## src/rtl/mem_bridge.sv

```systemverilog
// Load/store access unit between the multicycle CPU datapath and an Avalon-MM master port.
// Aligns byteenable/writedata, holds the transfer across waitrequest, formats load data.
module mem_bridge #(
  parameter int unsigned TIMEOUT = 0
) (
  input  logic        clk,
  input  logic        reset_i,
  input  logic        req_i,
  input  logic        we_i,
  input  logic [1:0]  size_i,
  input  logic        sign_i,
  input  logic [31:0] addr_i,
  input  logic [31:0] wdata_i,
  output logic [31:0] rdata_o,
  output logic        done_o,
  output logic        err_o,
  output logic        stall_o,
  output logic [31:0] avm_address_o,
  output logic        avm_read_o,
  output logic        avm_write_o,
  input  logic        avm_waitrequest_i,
  output logic [31:0] avm_writedata_o,
  output logic [3:0]  avm_byteenable_o,
  input  logic [31:0] avm_readdata_i
);

  typedef enum logic [1:0] {
    S_IDLE = 2'd0,
    S_BUS  = 2'd1,
    S_FIN  = 2'd2
  } state_t;

  localparam logic [1:0] SZ_BYTE = 2'b00;
  localparam logic [1:0] SZ_HALF = 2'b01;
  localparam logic [1:0] SZ_WORD = 2'b10;

  state_t      r_state;
  state_t      w_state_nxt;
  logic        r_we;
  logic [1:0]  r_size;
  logic        r_sign;
  logic [1:0]  r_lane;
  logic        r_err;
  logic [31:0] r_wdog;
  logic [31:0] r_rdata;
  logic [31:0] r_avm_address;
  logic [31:0] r_avm_writedata;
  logic [3:0]  r_avm_byteenable;

  logic        w_illegal;
  logic        w_timeout;
  logic [3:0]  w_be;
  logic [31:0] w_wdata;
  logic [7:0]  w_byte;
  logic [15:0] w_half;
  logic [31:0] w_load;

  assign w_illegal = (size_i == 2'b11)
                   | ((size_i == SZ_HALF) & addr_i[0])
                   | ((size_i == SZ_WORD) & (addr_i[1:0] != 2'b00));

  // Watchdog fires on the TIMEOUT-th stalled bus cycle, so the bus strobe is high exactly TIMEOUT cycles.
  assign w_timeout = (TIMEOUT != 0) && avm_waitrequest_i && (r_wdog == TIMEOUT - 1);

  // NOTE: every signal written in always_comb gets a default first so no latch is inferred.
  always_comb begin
    w_be    = 4'b1111;
    w_wdata = wdata_i;
    case (size_i)
      SZ_BYTE: begin
        w_be    = 4'b0001 << addr_i[1:0];
        w_wdata = {4{wdata_i[7:0]}};
      end
      SZ_HALF: begin
        w_be    = addr_i[1] ? 4'b1100 : 4'b0011;
        w_wdata = {2{wdata_i[15:0]}};
      end
      default: ;
    endcase
  end

  always_comb begin
    w_byte = avm_readdata_i[7:0];
    case (r_lane)
      2'd1:    w_byte = avm_readdata_i[15:8];
      2'd2:    w_byte = avm_readdata_i[23:16];
      2'd3:    w_byte = avm_readdata_i[31:24];
      default: ;
    endcase
    w_half = r_lane[1] ? avm_readdata_i[31:16] : avm_readdata_i[15:0];
    case (r_size)
      SZ_BYTE: w_load = {{24{r_sign & w_byte[7]}}, w_byte};
      SZ_HALF: w_load = {{16{r_sign & w_half[15]}}, w_half};
      default: w_load = avm_readdata_i;
    endcase
  end

  always_comb begin
    w_state_nxt = r_state;
    case (r_state)
      S_IDLE:  if (req_i) w_state_nxt = w_illegal ? S_FIN : S_BUS;
      S_BUS:   if (!avm_waitrequest_i || w_timeout) w_state_nxt = S_FIN;
      S_FIN:   w_state_nxt = S_IDLE;
      default: w_state_nxt = S_IDLE;
    endcase
  end

  // NOTE: sequential state uses non-blocking assignments so every register samples pre-edge values.
  always_ff @(posedge clk) begin
    if (reset_i) begin
      r_state          <= S_IDLE;
      r_we             <= 1'b0;
      r_size           <= 2'b00;
      r_sign           <= 1'b0;
      r_lane           <= 2'b00;
      r_err            <= 1'b0;
      r_wdog           <= '0;
      r_rdata          <= '0;
      r_avm_address    <= '0;
      r_avm_writedata  <= '0;
      r_avm_byteenable <= '0;
    end else begin
      r_state <= w_state_nxt;
      case (r_state)
        S_IDLE: begin
          r_wdog <= '0;
          if (req_i) begin
            r_we   <= we_i;
            r_size <= size_i;
            r_sign <= sign_i;
            r_lane <= addr_i[1:0];
            r_err  <= w_illegal;
            if (!w_illegal) begin
              r_avm_address    <= {addr_i[31:2], 2'b00};
              r_avm_writedata  <= w_wdata;
              r_avm_byteenable <= w_be;
            end
          end
        end
        S_BUS: begin
          if (avm_waitrequest_i) begin
            r_wdog <= r_wdog + 32'd1;
            if (w_timeout) r_err <= 1'b1;
          end else if (!r_we) begin
            r_rdata <= w_load;
          end
        end
        default: ;
      endcase
    end
  end

  assign rdata_o          = r_rdata;
  assign done_o           = (r_state == S_FIN);
  assign err_o            = (r_state == S_FIN) & r_err;
  assign stall_o          = ((r_state == S_IDLE) & req_i) | (r_state == S_BUS);
  assign avm_read_o       = (r_state == S_BUS) & !r_we;
  assign avm_write_o      = (r_state == S_BUS) & r_we;
  assign avm_address_o    = r_avm_address;
  assign avm_writedata_o  = r_avm_writedata;
  assign avm_byteenable_o = r_avm_byteenable;

endmodule

```

## config.mk

```make
export PLATFORM = sky130hd
export DESIGN_NAME = mem_bridge
export DESIGN_NICKNAME = d
export VERILOG_FILES = /design/src/rtl/mem_bridge.sv
export SDC_FILE = /design/constraint.sdc
export NUM_CORES = 1
export LEC_CHECK = 0
export CORE_MARGIN = 1.5
export CORE_UTILIZATION = 57
export CTS_CLUSTER_SIZE = 12
export DETAILED_ROUTE_END_ITERATION = 8
export DONT_BUFFER_PORTS = 1
export HOLD_SLACK_MARGIN = 0.08
export PLACE_DENSITY = 0.75
export REMOVE_ABC_BUFFERS = 1
export SLEW_MARGIN = 0
export SYNTH_ARGS = -nofsm -noshare
export SYNTH_HDL_FRONTEND = slang
export SYNTH_SLANG_ARGS = --single-unit
export TNS_END_PERCENT = 100
```

## constraint.sdc

```tcl
create_clock -name clk -period 1.65 [get_ports clk]
set_input_delay 0.33 -clock clk [delete_from_list [all_inputs] [get_ports clk]]
set_output_delay 0.33 -clock clk [all_outputs]
set_load 0.005 [all_outputs]
```

==> results.md <==
- Status: finished clean
- Worst Skew: ~0.008 ns
- GRT overflow: 0
- Initial Util: 0.601
- Fin. Hold Viols: 0
- Port bufs: 0
- Fin cells: 658
- Worst Hold Class: in2reg
- CTS Buf Count: 9
- Share of layout cells above drive strength 1: 0.128
- Final Critical Period: 1.62 ns
- Ys async rst share: 0
- Drt via density: 6.08
- Post-route ant nets: 0
- Mapped Area: ~0.0047 mm2
- Max Slew Vio Count: 0
- Placed Instances: 636
- Vias: 4000
- Nets: 655
- Nature of the critical path endpoint: register
- # rows: 32
- CTS Sinks: 107
- Initial DRC Count: around 220
- Global router's overall resource usage: 0.270
- Top cells by area, synth: dfxtp_1 45%, nand2_1 9.5%, mux2i_1 6.6%
- Clock root buffer: clkbuf_8
- Register area share after synthesis: 0.454
- Worst skew pair latency: 0.37 ns
- Synth warnings: 0
- DP HPWL: 8.54 mm
- Flop pwr share: 0.559
- Overall Power: 5110 uW
- Area leader, netlist: dfxtp_1
- Die Ht: 93.9 um
- Top FF cell, synth: dfxtp_1
- Critical path arrival: 1.86 ns
- Clock Pin Slew Worst Setup and Hold Paths: around 0.10 ns
- DRT Pass-1 Iters: 5
- First-pass GRT wire length: 18.8 mm
- Antenna Diode Count: 0
- F_max: approximately 0.62 GHz
- Vias in the first global route: 3802
- Post-Route WL: 12.6 mm
- CTS tree: done
- Clk buf depth: 2
- Switching share of total power: 0.276
- Total of max-cap violations: 0
- Core area: 0.00785 mm2
- DR WL/cell: 19.1 um
- Setup violators final: 0
- Initial antenna violation count: 0
- CP Launch Type: register
- Hold bufs inserted after CTS: 1
- Synth unique cells: 40
- Clock share of power: 0.306
- P_int: between 3000 and 4000 uW
- Synth top area share: 0.454
- Layout fillers: 672
- Number of synthesized flops with an enable pin: 0
- Leak: about 0.0018 uW
- Crit Path Class: reg2reg
- Required time of the critical path: between 1.5 and 2 ns
- RePlAce Congestion: around 0.83
- Area Growth Syn to Fin: 8.92%
- Die outline area: 0.00882 mm2
- Post-synthesis cell count: around 560
- Cell Pwr Density: 995 mW/mm2
- Unrepaired setup endpoints after global routing: yes
- Avg Cell Area, Syn: 8.45 um2
- IO Pins: 209
- Crit share post-route: 0.979
- DRC Markers: 0
- Largest net degree at the start of global routing: around 110
- Maximum VDD drop: 0.612 mV
- CP Max Fanout: 5
- Yosys reg bits: ~110
- Commonest cells in the synthesized netlist: 119 x nand2_1, 107 x dfxtp_1, 73 x nor2_1
- Count leader, synth: nand2_1
- Gate power share: 0.135
- P_sw: 1410 uW
- Die width: 93.9 um
- H-tree depth: 3
## cell families (layout without fill, tap and decap cells)
logic type	count (synthesis)	in the layout	share of synthesized area
compound gates	153	153	0.237
simple gates	214	214	0.189
mux	31	31	0.0658
buf+inv	52	49	0.0528
other cells	1	2	0.000796
flops	107	107	0.454
## placed cells by master, fill, tap and decap left out, drive strengths merged, types with 2 or more instances in the layout
cell type,count
clkinv,6
a22o,8
nor3,2
buf,26
mux2i,31
or3,2
clkbuf,12
nand2b,4
nor2,73
a32oi,3
nor2b,4
inv,3
a211oi,37
o22ai,4
o211ai,8
a221oi,5
nand2,119
o41ai,3
a22oi,4
dfxtp,107
conb,2
a311oi,13
nand3b,5
a21oi,52
o21ai,13
## path summary, 6_finish.rpt
check | to | slack (ns) | start | cells after the start
max reg2reg | rdata_o[7]$_SDFFE_PP0P_ | 0.03 | r_lane[0]$_SDFFE_PP0P_ | 5
min | avm_writedata_o[5]$_SDFFE_PP0P_ | 0.02 | reset_i | 1
max | rdata_o[7]$_SDFFE_PP0P_ | 0.03 | r_lane[0]$_SDFFE_PP0P_ | 5
min reg2reg | avm_writedata_o[5]$_SDFFE_PP0P_ | 0.47 | avm_writedata_o[5]$_SDFFE_PP0P_ | 2
## flip-flops by register name, indices dropped and copies added, names as in the netlist
register          count
avm_address_o        30
avm_byteenable_o      4
avm_writedata_o      32
r_err                 1
r_lane                2
r_sign                1
r_size                2
r_state               2
r_we                  1
rdata_o              32
## what timing repair did
action / CTS / global route
gates cloned: 0 / 1
setup buffers: 2 / 2
hold endpoints to repair: 107 / 106
setup endpoints to repair: 16 / 24
resized for setup: 2 / 8
pin swaps: 1 / 0
## power groups by stage
stage	clock, uW	combinational, uW	sequential (uW)
after floorplan	0	461	2890
after global placement	0	615	2910
after detailed placement	0	640	2920
after CTS	1590	652	2860
after global routing	1700	762	2880
final	1560	688	2860
## per-stage QoR
stage / worst slack [ns] / TNS [ns] / area (um2) / utilization / hold slack [ns]
after CTS: 0.0200 / 0 / 5060 / 0.645 / 0.00636
after global routing: -0.0728 / -0.234 / 5130 / 0.654 / -0.0158
after floorplan: -1.95 / -124.10 / 4490 / - / 0.395
final: 0.0349 / 0 / 5130 / 0.654 / 0.0159
after detailed placement: -0.171 / -2.18 / 4820 / 0.614 / 0.410
after global placement: -0.0187 / -0.138 / 4820 / 0.614 / 0.408
## worst max-delay path, stage by stage (launching register included)
cell      delay (ns)
dfxtp_2         0.39
mux2i_1         0.31
o32ai_4         0.18
buf_4           0.17
a221oi_1        0.32
a211oi_1        0.12
## area by class of cell
cell class,count,area [um2],share of cell area
inverters,5,22.5,0.00439
flip-flops and latches,107,2150,0.418
repair buffers,28,272,0.0529
clock inverters,5,46.3,0.00902
well taps,102,128,0.0249
multi-input cells,400,2370,0.461
clock buffers,11,151,0.0295
## routing by layer
metal  global-route usage  routed length (um)
met1                0.310                4740
met2                0.452                6390
met3                0.117                1280
met4               0.0858                 146
met5                    0                   0
Note: power is estimated with default switching activity, not from simulation.
